## src/rtl/adder_share_arb_if.sv

```systemverilog
// adder_share_arb_if: request, adder and result bus between the requesters,
// the shared adder and the arbiter.
// master: the requester/adder side. slave: the arbiter.
interface adder_share_arb_if #(
    parameter int NREQ  = 4,
    parameter int WIDTH = 8,
    parameter int IDW   = 2
);
    logic [NREQ-1:0]       req;
    logic [NREQ*WIDTH-1:0] req_a;
    logic [NREQ*WIDTH-1:0] req_b;
    logic [NREQ-1:0]       req_cin;
    logic [NREQ-1:0]       gnt;
    logic                  flush;
    logic [WIDTH-1:0]      add_a;
    logic [WIDTH-1:0]      add_b;
    logic                  add_cin;
    logic [WIDTH-1:0]      add_sum;
    logic                  add_cout;
    logic                  res_valid;
    logic [IDW-1:0]        res_id;
    logic [WIDTH-1:0]      res_sum;
    logic                  res_cout;
    logic                  busy;

    modport master (
        output req, req_a, req_b, req_cin, flush, add_sum, add_cout,
        input  gnt, add_a, add_b, add_cin, res_valid, res_id, res_sum, res_cout, busy
    );

    modport slave (
        input  req, req_a, req_b, req_cin, flush, add_sum, add_cout,
        output gnt, add_a, add_b, add_cin, res_valid, res_id, res_sum, res_cout, busy
    );
endinterface

```

## src/rtl/adder_share_arb.sv

```systemverilog
// adder_share_arb: round-robin arbiter that shares one LAT-cycle pipelined
// adder between NREQ requesters and routes each result back with its id.
// Optional macro ADDARB_PERF_EN adds saturating perf_issue/perf_conflict
// counters.
module adder_share_arb #(
    parameter int NREQ  = 4,
    parameter int WIDTH = 8,
    parameter int LAT   = 2,
    parameter int IDW   = 2
) (
    input  logic clk,
    input  logic rst,
    adder_share_arb_if.slave bus
`ifdef ADDARB_PERF_EN
    ,
    output logic [15:0] perf_issue,
    output logic [15:0] perf_conflict
`endif
);
    logic [IDW-1:0]  ptr_q;
    logic [IDW-1:0]  ptr_d;
    logic [NREQ-1:0] gnt_c;
    logic [IDW-1:0]  gidx_c;
    logic            accept_c;
    logic [LAT-1:0]  vld_q;
    logic [IDW-1:0]  id_q [LAT];

    // Round-robin pick: first requester at or above the pointer, else the
    // first one below it (wrap). Reset and flush suppress the grant.
    always_comb begin
        gnt_c    = '0;
        gidx_c   = '0;
        accept_c = 1'b0;
        for (int i = 0; i < NREQ; i++) begin
            if (!accept_c && bus.req[i] && (IDW'(i) >= ptr_q)) begin
                accept_c = 1'b1;
                gnt_c[i] = 1'b1;
                gidx_c   = IDW'(i);
            end
        end
        for (int i = 0; i < NREQ; i++) begin
            if (!accept_c && bus.req[i] && (IDW'(i) < ptr_q)) begin
                accept_c = 1'b1;
                gnt_c[i] = 1'b1;
                gidx_c   = IDW'(i);
            end
        end
        if (rst || bus.flush) begin
            gnt_c    = '0;
            accept_c = 1'b0;
        end
    end

    // Pointer moves to one past the winner; holds when nothing is accepted.
    always_comb begin
        ptr_d = ptr_q;
        if (accept_c) begin
            ptr_d = (gidx_c == IDW'(NREQ - 1)) ? '0 : gidx_c + IDW'(1);
        end
    end

    // Round-robin pointer register.
    always_ff @(posedge clk or posedge rst) begin
        if (rst) begin
            ptr_q <= '0;
        end else begin
            ptr_q <= ptr_d;
        end
    end

    // Operand mux: one-hot grant selects the slice, zero when idle.
    always_comb begin
        bus.add_a   = '0;
        bus.add_b   = '0;
        bus.add_cin = 1'b0;
        for (int i = 0; i < NREQ; i++) begin
            if (gnt_c[i]) begin
                bus.add_a   = bus.add_a | bus.req_a[i*WIDTH +: WIDTH];
                bus.add_b   = bus.add_b | bus.req_b[i*WIDTH +: WIDTH];
                bus.add_cin = bus.add_cin | bus.req_cin[i];
            end
        end
    end

    // Tag pipeline: runs in lockstep with the adder, flush kills every stage.
    generate
        for (genvar gi = 0; gi < LAT; gi++) begin : g_stage
            if (gi == 0) begin : g_head
                // Head stage captures this cycle's accept and winner id.
                always_ff @(posedge clk or posedge rst) begin
                    if (rst) begin
                        vld_q[0] <= 1'b0;
                        id_q[0]  <= '0;
                    end else begin
                        vld_q[0] <= accept_c && !bus.flush;
                        id_q[0]  <= gidx_c;
                    end
                end
            end else begin : g_body
                // Later stages shift the previous stage along.
                always_ff @(posedge clk or posedge rst) begin
                    if (rst) begin
                        vld_q[gi] <= 1'b0;
                        id_q[gi]  <= '0;
                    end else begin
                        vld_q[gi] <= vld_q[gi-1] && !bus.flush;
                        id_q[gi]  <= id_q[gi-1];
                    end
                end
            end
        end
    endgenerate

    assign bus.gnt       = gnt_c;
    assign bus.res_valid = vld_q[LAT-1];
    assign bus.res_id    = id_q[LAT-1];
    assign bus.res_sum   = bus.add_sum;
    assign bus.res_cout  = bus.add_cout;
    assign bus.busy      = |vld_q;

`ifdef ADDARB_PERF_EN
    logic [15:0] perf_issue_q;
    logic [15:0] perf_conflict_q;

    // Saturating issue and contention counters; flush leaves them alone.
    always_ff @(posedge clk or posedge rst) begin
        if (rst) begin
            perf_issue_q    <= '0;
            perf_conflict_q <= '0;
        end else begin
            if (accept_c && (perf_issue_q != 16'hFFFF)) begin
                perf_issue_q <= perf_issue_q + 16'd1;
            end
            if (($countones(bus.req) >= 2) && (perf_conflict_q != 16'hFFFF)) begin
                perf_conflict_q <= perf_conflict_q + 16'd1;
            end
        end
    end

    assign perf_issue    = perf_issue_q;
    assign perf_conflict = perf_conflict_q;
`endif
endmodule

```

## src/flat_wrapper.sv

```systemverilog
// flat-port wrapper written by rule: the top's interface ports become plain ports
module adder_share_arb_flat 
#(
    parameter int NREQ  = 4,
    parameter int WIDTH = 8,
    parameter int LAT   = 2,
    parameter int IDW   = 2
)
  (clk, rst, bus_req, bus_req_a, bus_req_b, bus_req_cin, bus_flush, bus_add_sum, bus_add_cout, bus_gnt, bus_add_a, bus_add_b, bus_add_cin, bus_res_valid, bus_res_id, bus_res_sum, bus_res_cout, bus_busy);
  adder_share_arb_if #(.NREQ(NREQ), .WIDTH(WIDTH), .IDW(IDW)) bus_i ();
  input  logic clk;
  input  logic rst;
  input wire logic [$bits(bus_i.req)-1:0] bus_req;
  input wire logic [$bits(bus_i.req_a)-1:0] bus_req_a;
  input wire logic [$bits(bus_i.req_b)-1:0] bus_req_b;
  input wire logic [$bits(bus_i.req_cin)-1:0] bus_req_cin;
  input wire logic [$bits(bus_i.flush)-1:0] bus_flush;
  input wire logic [$bits(bus_i.add_sum)-1:0] bus_add_sum;
  input wire logic [$bits(bus_i.add_cout)-1:0] bus_add_cout;
  output wire logic [$bits(bus_i.gnt)-1:0] bus_gnt;
  output wire logic [$bits(bus_i.add_a)-1:0] bus_add_a;
  output wire logic [$bits(bus_i.add_b)-1:0] bus_add_b;
  output wire logic [$bits(bus_i.add_cin)-1:0] bus_add_cin;
  output wire logic [$bits(bus_i.res_valid)-1:0] bus_res_valid;
  output wire logic [$bits(bus_i.res_id)-1:0] bus_res_id;
  output wire logic [$bits(bus_i.res_sum)-1:0] bus_res_sum;
  output wire logic [$bits(bus_i.res_cout)-1:0] bus_res_cout;
  output wire logic [$bits(bus_i.busy)-1:0] bus_busy;
  assign bus_i.req = bus_req;
  assign bus_i.req_a = bus_req_a;
  assign bus_i.req_b = bus_req_b;
  assign bus_i.req_cin = bus_req_cin;
  assign bus_i.flush = bus_flush;
  assign bus_i.add_sum = bus_add_sum;
  assign bus_i.add_cout = bus_add_cout;
  assign bus_gnt = bus_i.gnt;
  assign bus_add_a = bus_i.add_a;
  assign bus_add_b = bus_i.add_b;
  assign bus_add_cin = bus_i.add_cin;
  assign bus_res_valid = bus_i.res_valid;
  assign bus_res_id = bus_i.res_id;
  assign bus_res_sum = bus_i.res_sum;
  assign bus_res_cout = bus_i.res_cout;
  assign bus_busy = bus_i.busy;
  adder_share_arb #(.NREQ(NREQ), .WIDTH(WIDTH), .LAT(LAT), .IDW(IDW)) u_core (.clk(clk), .rst(rst), .bus(bus_i));
endmodule
```

## config.mk

```make
export PLATFORM = sky130hd
export DESIGN_NAME = adder_share_arb_flat
export DESIGN_NICKNAME = d
export VERILOG_FILES = /design/src/rtl/adder_share_arb_if.sv /design/src/rtl/adder_share_arb.sv /design/src/flat_wrapper.sv
export SDC_FILE = /design/constraint.sdc
export NUM_CORES = 1
export LEC_CHECK = 0
export ABC_CLOCK_PERIOD_IN_PS = 2550
export BUFFER_PORTS_ARGS = -buffer_cell sky130_fd_sc_hd__buf_2
export CORE_MARGIN = 10
export CORE_UTILIZATION = 34
export DETAILED_ROUTE_END_ITERATION = 7
export PLACE_DENSITY = 0.9
export SKIP_CTS_REPAIR_TIMING = 1
export SYNTH_ARGS = -nofsm -noshare
export SYNTH_HDL_FRONTEND = slang
export SYNTH_SLANG_ARGS = --single-unit
```

## constraint.sdc

```tcl
create_clock -name clk -period 2.55 [get_ports clk]
set_input_delay 0.255 -clock clk [delete_from_list [all_inputs] [get_ports clk]]
set_output_delay 0.255 -clock clk [all_outputs]
set_load 0.02 [all_outputs]
```

======== Word-level counts from Yosys, hierarchy flattened ========
Index checks and enable logic that the tools add are counted.
W data, S select, Z words.
storage, ports and cells
  input port bits ......................... 84
  output and inout port bits .............. 34
  logic and storage cells ................. 88
  register bits after elaboration ......... 8
cells by class
  multiplexer cells ....................... 37
  bitwise operators ....................... 9
  $lt $le $gt $ge ......................... 8
  add/sub/neg operators ................... 1
  eq/ne operators ......................... 1
  reduce and logical (&&, ||, !) cells .... 27
operators with widths
  operator               count
  $mux W8                8
  $or A8 B8 Y8           6
  $mux W1                21
  $logic_and A1 B1 Y1    17
  $mux W2                7
  $logic_not A1 Y1       8
  $ge A1 B2 Y1 const A   2
  $ge A2 B2 Y1 const A   2
  $lt A1 B2 Y1 const A   2
  $lt A2 B2 Y1 const A   2
  $mux W4                1
  $or A1 B1 Y1           3
  $add A2 B1 Y2 const B  1
  $eq A2 B2 Y1 const B   1
  $reduce_or A2 Y1       1
  $logic_or A1 B1 Y1     1

======== Logic depth before layout (Yosys ltp) ========
Gate-level depths: netlist (run 1).
  depth after elaboration ................. 39
  mapped depth ............................ 7
  gate-level depth less buffers ........... 4

======== Worst setup path after synthesis (run 1) ========
No wires, ideal clock.
  path type ............................... reg-to-output
  start ................................... reg u_core.ptr_q[0]
  end ..................................... out bus_add_a[4]
  setup slack ............................. 532 ps
  data arrival time ....................... 1763 ps
  required time ........................... 2295 ps
  stages on the path, launching flop included .. 7
  path buffers ............................ 2
  path through ............................ dfrtp_1 nand2b_1 a221o_1 buf_6 buf_8 a32o_1 a221o_1
on the way
  longest elaborated chain between the ends .. 33
RTL lines
  item                              line                   RTL
  start: declaration                adder_share_arb.sv:20  logic [IDW-1:0] ptr_q;
  start signal: assignment          adder_share_arb.sv:67  ptr_q <= ptr_d;
  $ge A1 B2 Y1                      adder_share_arb.sv:35  if (!accept_c && bus.req[i] && (IDW'(i) >= ptr_q)) begin
  $logic_and A1 B1 Y1               adder_share_arb.sv:35
  $mux W1                           adder_share_arb.sv:35
  $logic_not A1 Y1                  adder_share_arb.sv:35
  $logic_and A1 B1 Y1 (2 in a row)  adder_share_arb.sv:35
  $mux W1                           adder_share_arb.sv:35
  $logic_not A1 Y1                  adder_share_arb.sv:35
  $logic_and A1 B1 Y1 (2 in a row)  adder_share_arb.sv:35
  [... 13 more ...]                 -
  $logic_not A1 Y1                  adder_share_arb.sv:42  if (!accept_c && bus.req[i] && (IDW'(i) < ptr_q)) begin
  $logic_and A1 B1 Y1 (2 in a row)  adder_share_arb.sv:42
  $mux W1                           adder_share_arb.sv:42
  $logic_not A1 Y1                  adder_share_arb.sv:42
  $logic_and A1 B1 Y1 (2 in a row)  adder_share_arb.sv:42
  $mux W1                           adder_share_arb.sv:42
  $mux W4 (*)                       adder_share_arb.sv:48  if (rst || bus.flush) begin
  $mux W8 (*)                       adder_share_arb.sv:77  if (gnt_c[i]) begin
  end: declaration                  flat_wrapper.sv:21     output wire logic [$bits(bus_i.add_a)-1:0] bus_add_a;
Every way passes the cells marked *; elsewhere a longest branch is shown, timed or not.

======== Worst setup path in the final report (run 1) ========
  start ................................... reg u_core.ptr_q[0]
  end ..................................... out bus_add_b[3]
on the way
  longest elaborated chain between the ends .. 33
RTL lines
  item                              line                   RTL
  $ge A1 B2 Y1                      adder_share_arb.sv:35
  $logic_and A1 B1 Y1               adder_share_arb.sv:35
  $mux W1                           adder_share_arb.sv:35
  $logic_not A1 Y1                  adder_share_arb.sv:35
  $logic_and A1 B1 Y1 (2 in a row)  adder_share_arb.sv:35
  $mux W1                           adder_share_arb.sv:35
  $logic_not A1 Y1                  adder_share_arb.sv:35
  $logic_and A1 B1 Y1 (2 in a row)  adder_share_arb.sv:35
  [... 13 more ...]                 -
  $logic_not A1 Y1                  adder_share_arb.sv:42
  $logic_and A1 B1 Y1 (2 in a row)  adder_share_arb.sv:42
  $mux W1                           adder_share_arb.sv:42
  $logic_not A1 Y1                  adder_share_arb.sv:42
  $logic_and A1 B1 Y1 (2 in a row)  adder_share_arb.sv:42
  $mux W1                           adder_share_arb.sv:42
  $mux W4 (*)                       adder_share_arb.sv:48
  $mux W8 (*)                       adder_share_arb.sv:77
  end: declaration                  flat_wrapper.sv:22     output wire logic [$bits(bus_i.add_b)-1:0] bus_add_b;
Marks and branches as above.

==> results of run 1 <==
kinds of logic (layout without fill, tap and decap cells):
kind of cell	after synthesis	after routing
AO/OA/AOI/OAI	50	52
AND/OR/NAND/NOR	34	34
buffers and inverters	29	112
flip-flops	8	8
multiplexers	1	1
layer usage:
layer	vias to the layer above	GRT usage	share of wire
met5	-	0	0
met4	0	0.06186	0.021
met3	10	0.06250	0.13
met2	83	0.2425	0.49
met1	648	0.1507	0.36
li1	672	-	-
registers in the layout, summed over array words and instances, names as in the netlist:
register,cells
u_core.vld_q,1
u_core.bus.res_id,2
u_core.bus.res_valid,1
u_core.ptr_q,2
u_core.id_q,2
layout by cell type (no fill, tap or decap), types with 2 or more instances in the layout:
cell	synthesis	routed
clkbuf_4	0	3
o21ai_0	5	5
buf_4	11	5
buf_2	5	99
a221o_2	0	2
dfrtp_1	8	7
nor3_1	3	3
nor3b_1	17	17
a21oi_1	3	2
a32o_1	17	17
nand2_1	2	2
nor2_1	3	3
inv_1	4	4
a221o_1	18	17
power breakdown:
part           leakage (nW)  switching, mW  total, mW  internal [mW]
Combinational         0.674          0.278      0.500          0.222
Clock                0.0138         0.0408     0.0945         0.0537
Sequential           0.0972         0.0329      0.191          0.158
Total                 0.785          0.352      0.785          0.433
cell type report:
cell class | instances | share of cell area
Tap cell | 44 | 0.03526
Multi-Input combinational cell | 87 | 0.4639
Timing Repair Buffer | 105 | 0.3478
Sequential cell | 8 | 0.1290
Clock buffer | 3 | 0.01442
Inverter | 4 | 0.009615
worst max path at each step:
stage                                from           end
after floorplan           u_core.ptr_q[0]  bus_add_a[4]
after global placement    u_core.ptr_q[0]  bus_add_b[6]
after detailed placement  u_core.ptr_q[0]  bus_add_b[6]
after CTS                 u_core.ptr_q[0]  bus_add_b[6]
after global routing      u_core.ptr_q[0]  bus_add_b[6]
final                     u_core.ptr_q[0]  bus_add_b[3]
worst reg2reg max path, stage by stage, from the launching register on:
cell      delay (ns)
dfrtp_1         0.44
nand2b_2        0.26
a21oi_2         0.14
buf_4           0.25
o21ai_0         0.18
mux2i_1         0.15
==> impl_results.md, run 1 <==
* Status: finished clean
* TritonCTS Sinks at 8
* Slew margin rel. at 0.6682
* FF-to-FF setup slack at 1.05 ns
* Vias at 1413
* Placed Instances at 245
* CP Max Fanout at 9
* Seq. cell area at 201.4 um^2
* Sequential fraction of the synthesis area at 0.1889
* Final core occ at 0.5157
* Clk slew on worst S/H paths at 0.06 ns
* Row count at 20
* Die Height at 75.83 um
* Count leader, synth: a221o_1
* Reg2reg path depth at 5
* Clock buffer depth at 2
* Critical-path cell list: nand2b_2 -> a221o_2 -> a32o_1 -> a221o_1 -> buf_2
* Adder-cell share of the synthesized area at 0
* Grt ovf at 0
* Power Total at 785.5 uW
* Setup slack after layout at 0.1164 ns
* Post-synth EDFFs at 0
* First-pass GRT wire length at 6.603 mm
* FF-to-FF End: u_core.ptr_q[0]
* Main combinational cell family by area after synthesis: compound AO/OA/AOI/OAI gates
* Ys Warns at 0
* Initial DRC Count at 166
* Req. time, crit path at 2.30 ns
* Synthesized area at 1060 um^2
* Layout fillers at 288
* Top_reg_cell synth: dfrtp_1
* Hold Vio Cnt, Final at 0
* Reg-to-Reg Start: u_core.ptr_q[0]
* Synth Register Bits at 8
* Layout net count at 293
* Post-synthesis simple-gate area fraction at 0.2102
* Crit path buffers/inverters at 1
* Min-Delay Path Class: in2reg
* Maxcap violations at 0
* Vias per inst at 5.629
* Hold Crit Depth at 2
* Hold endpoint: u_core.bus.res_valid
* Commonest cells post-synth: 18 x a221o_1, 17 x a32o_1, 17 x nor3b_1, 11 x buf_4, 8 x dfrtp_1
* Area post-placement at 1491 um^2
* Die ar. at 5750 um^2
* Cell variety after synth at 33
* Largest stage delay, worst path at 0.48 ns
* Pre-CTS WS at 0.2535 ns
* WP data arrival at 2.18 ns
* CTS Buf Count at 3
* Setup-failing EPs final at 0
* Slowest CP cell: a221o_2
* Async SR Flop Fraction at 1.000
* WL per Instance at 17.94 um
* IO buf count at 99
* Post-synthesis mux area share at 0.009445
* Max-slew violations at 0
* # DRC at 0
* Starting Density at 0.3500
* Top delay family on crit path: compound AO/OA/AOI/OAI gates
* Synth Area in XOR/XNOR at 0
* Peak Freq at 0.4109 GHz
* Largest net degree at the start of global routing at 24
* Drt total wl at 4.504 mm
* Post-Synthesis Net Count at 206
* ANT cells at 0
* CTS tree: built
* Synth Area in Compound Gates at 0.4262
* Die span in x at 75.83 um
* Kind of critical path: reg2out
* Synth area leaders: dfrtp_1 19%, a221o_1 17%, a32o_1 16%, nor3b_1 12%, buf_4 7.8%
* Fin Hold WS at 0.1972 ns
* Gpl congestion at 0.7725
* Crit path depth at 5
* Layout cells sized above 1 at 0.5749
* Syn Area/Cell at 8.687 um^2
* Post-DRT Antenna Nets at 0
* CP Capture Type: output pin
* Leading area contributor after synthesis: dfrtp_1
* Fin Clk Skew at 0.01033 ns
* Hold path start: bus_flush
* Actual slew at the worst max-slew pin at 0.4938 ns
* Multi-input combinational cell area at 724.4 um^2
* Ports at 118
* H-Tree Depth at 1
* Design area at 1562 um^2
* Worst vdd rail ir drop at 172.1 uV
* Initial antenna violation count at 0
* Post-Syn Instances at 122
* PwrDens at 503.0 nW/um^2
* Layout Cells excl Fill at 251
* Layout area overhead at 47.34%
* Final min period at 2.434 ns
* Startpoint Class: flip-flop
* Vias in the first global route at 1545
* Worst-skew pair later-pin latency at 0.25 ns
* P_leak at 0.7851 nW
* All-layer global routing usage at 0.1431
* Area fraction of the dominant cell type after synthesis at 0.1889
* CTS Root Cell: clkbuf_4
* Core ar. at 3028 um^2
* Dpl hpwl at 3.517 mm
* Tcrit/Tclk final at 0.9544
* Pre-antenna DRT Iters at 5
* RSZ-0062 raised after global routing: false
* Post-route setup TNS at 0 ns
No activity file was read; power rests on OpenSTA's default activity.
==> run 2, diff against run 1 <==
Settings changed: ABC_CLOCK_PERIOD_IN_PS 2550 to 2050, CORE_UTILIZATION 34 to 31, PLACE_DENSITY 0.9 to 0.87.
Clock period 2.55 ns to 2.05 ns, I/O delays scaled along.
==> run 2 against run 1 <==
The flow now finishes with violations (negative setup slack). First-iteration DRC count decreased by 20%. Via count increased by 3.5%. Final cell count increased by 4.0%. Utilization decreased by 0.058 points. Die area increased by 7.1%. Clock-buffer cell count unchanged. Wire length increased by 6.4%. Critical path depth increased by 1. Flip-flop and latch count unchanged. Worst hold slack got worse by 0.042 ns. Sequential power increased by 13%. Design area increased by 9.2%. Critical path type unchanged.
==> impl_results.md, run 2 (synthesized netlist as in run 1, its figures left out) <==
* CTS Root Cell: clkbuf_4
* Worst vdd rail ir drop at 235.4 uV
* Placed Instances at 256
* Initial antenna violation count at 0
* Largest net degree at the start of global routing at 19
* Critical-path cell list: nand2b_4 -> a221o_1 -> buf_6 -> a32o_1 -> a221o_1 -> buf_6
* Actual slew at the worst max-slew pin at 0.4962 ns
* Layout fillers at 333
* Clock buffer depth at 2
* WP data arrival at 2.09 ns
* Max-slew violations at 0
* Slew margin rel. at 0.6667
* Startpoint Class: flip-flop
* CTS tree: built
* Maxcap violations at 0
* Grt ovf at 0
* Setup-failing EPs final at 17
* Vias at 1463
* TritonCTS Sinks at 8
* IO buf count at 99
* Min-Delay Path Class: in2reg
* Ports at 118
* Design area at 1705 um^2
* Tcrit/Tclk final at 1.118
* WL per Instance at 18.36 um
* Clk slew on worst S/H paths at 0.06 ns
* RSZ-0062 raised after global routing: true
* ANT cells at 0
* Dpl hpwl at 3.821 mm
* First-pass GRT wire length at 7.093 mm
* Pre-antenna DRT Iters at 4
* Layout Cells excl Fill at 261
* Most used routing layer: met2
* Req. time, crit path at 1.85 ns
* Gpl congestion at 0.7973
* Die span in x at 78.47 um
* PwrDens at 634.1 nW/um^2
* Layout cells sized above 1 at 0.5814
* M3 GR Usage at 0.08314
* Drt total wl at 4.793 mm
* CP Max Fanout at 6
* Die ar. at 6158 um^2
* Row count at 21
* Vias per inst at 5.605
* Peak Freq at 0.4365 GHz
* Worst-skew pair later-pin latency at 0.25 ns
* CTS Buf Count at 3
* Met2 GRT Util at 0.2220
* All-layer global routing usage at 0.1359
* Starting Density at 0.3201
* Layout net count at 301
* Slowest CP cell: dfrtp_1
* Final min period at 2.291 ns
* Layout area overhead at 60.92%
* Met1 Use GR at 0.1422
* Area post-placement at 1574 um^2
* Die Height at 78.47 um
* Commonest non-fill, non-tap cell in the layout: buf_2
* Core ar. at 3311 um^2
* Kind of critical path: reg2out
* Fin Clk Skew at 0.008540 ns
* Final core occ at 0.5151
* # DRC at 0
* CP Capture Type: output pin
* Post-DRT Antenna Nets at 0
* Multi-input combinational cell area at 696.9 um^2
* Pre-CTS WS at 0.02165 ns
* Vias in the first global route at 1562
* Initial DRC Count at 133
* Seq. cell area at 200.2 um^2
* Hold Vio Cnt, Final at 0
* P_leak at 0.8555 nW
* Most frequent cells in the layout: 87 x buf_2, 18 x a221o_1, 17 x nor3b_1
* Setup slack after layout at -0.2410 ns
* Largest stage delay, worst path at 0.40 ns
* Status: finished with violations
* H-Tree Depth at 1
* Failing checks: negative setup slack
* Power Total at 1.081 mW
==> run 2: worst paths after layout <==
check | from | endpoint | slack (ns) | cells after the start
worst min-delay path | bus_flush | u_core.bus.res_valid | 0.15 | 2
worst max register to register | u_core.ptr_q[0] | u_core.ptr_q[0] | 0.61 | 6
worst max-delay path | u_core.ptr_q[0] | bus_add_a[7] | -0.24 | 6
worst min register to register | u_core.id_q[2] | u_core.bus.res_id[0] | 0.34 | 0
min in group asynchronous | rst | u_core.bus.res_valid | 0.48 | 3
max in group asynchronous | rst | u_core.id_q[2] | 1.33 | 3
==> run 2: layout make-up <==
| class | instances | area share |
|---|---|---|
| inverter | 4 | 0.008804 |
| timing repair buffer | 115 | 0.4182 |
| tap | 46 | 0.03375 |
| sequential | 8 | 0.1174 |
| multi-input combinational | 85 | 0.4087 |
| clock buffer | 3 | 0.01321 |
==> run 2: per-layer routing <==
metal | vias up | share of wire | wire length [um]
met5 | - | 0 | 0
met4 | 0 | 0.017 | 80
met3 | 12 | 0.15 | 706
met2 | 93 | 0.47 | 2245
met1 | 678 | 0.37 | 1760
li1 | 680 | - | -
==> run 2: power by group <==
group	internal (mW)	switching [mW]	total [mW]
Clock	0.0668	0.0508	0.118
Sequential	0.195	0.0197	0.215
Combinational	0.371	0.378	0.749
==> run 2: metrics by stage <==
| stage | hold WS, ns | TNS [ns] |
|---|---|---|
| after global routing | 0.1477 | -4.705 |
| after floorplan | 0.02066 | 0 |
| after CTS | -0.07587 | -3.413 |
| after global placement | 0.1882 | 0 |
| after detailed placement | 0.2012 | 0 |
| final | 0.1548 | -3.526 |
==> run 2: worst max-delay path: cells and delay by family, from the launching register on <==
kind	cells	cell delay [ns]
AO/OA/AOI/OAI	3	0.98
flip-flops	1	0.40
buffers and inverters	2	0.30
AND/OR/NAND/NOR	1	0.15
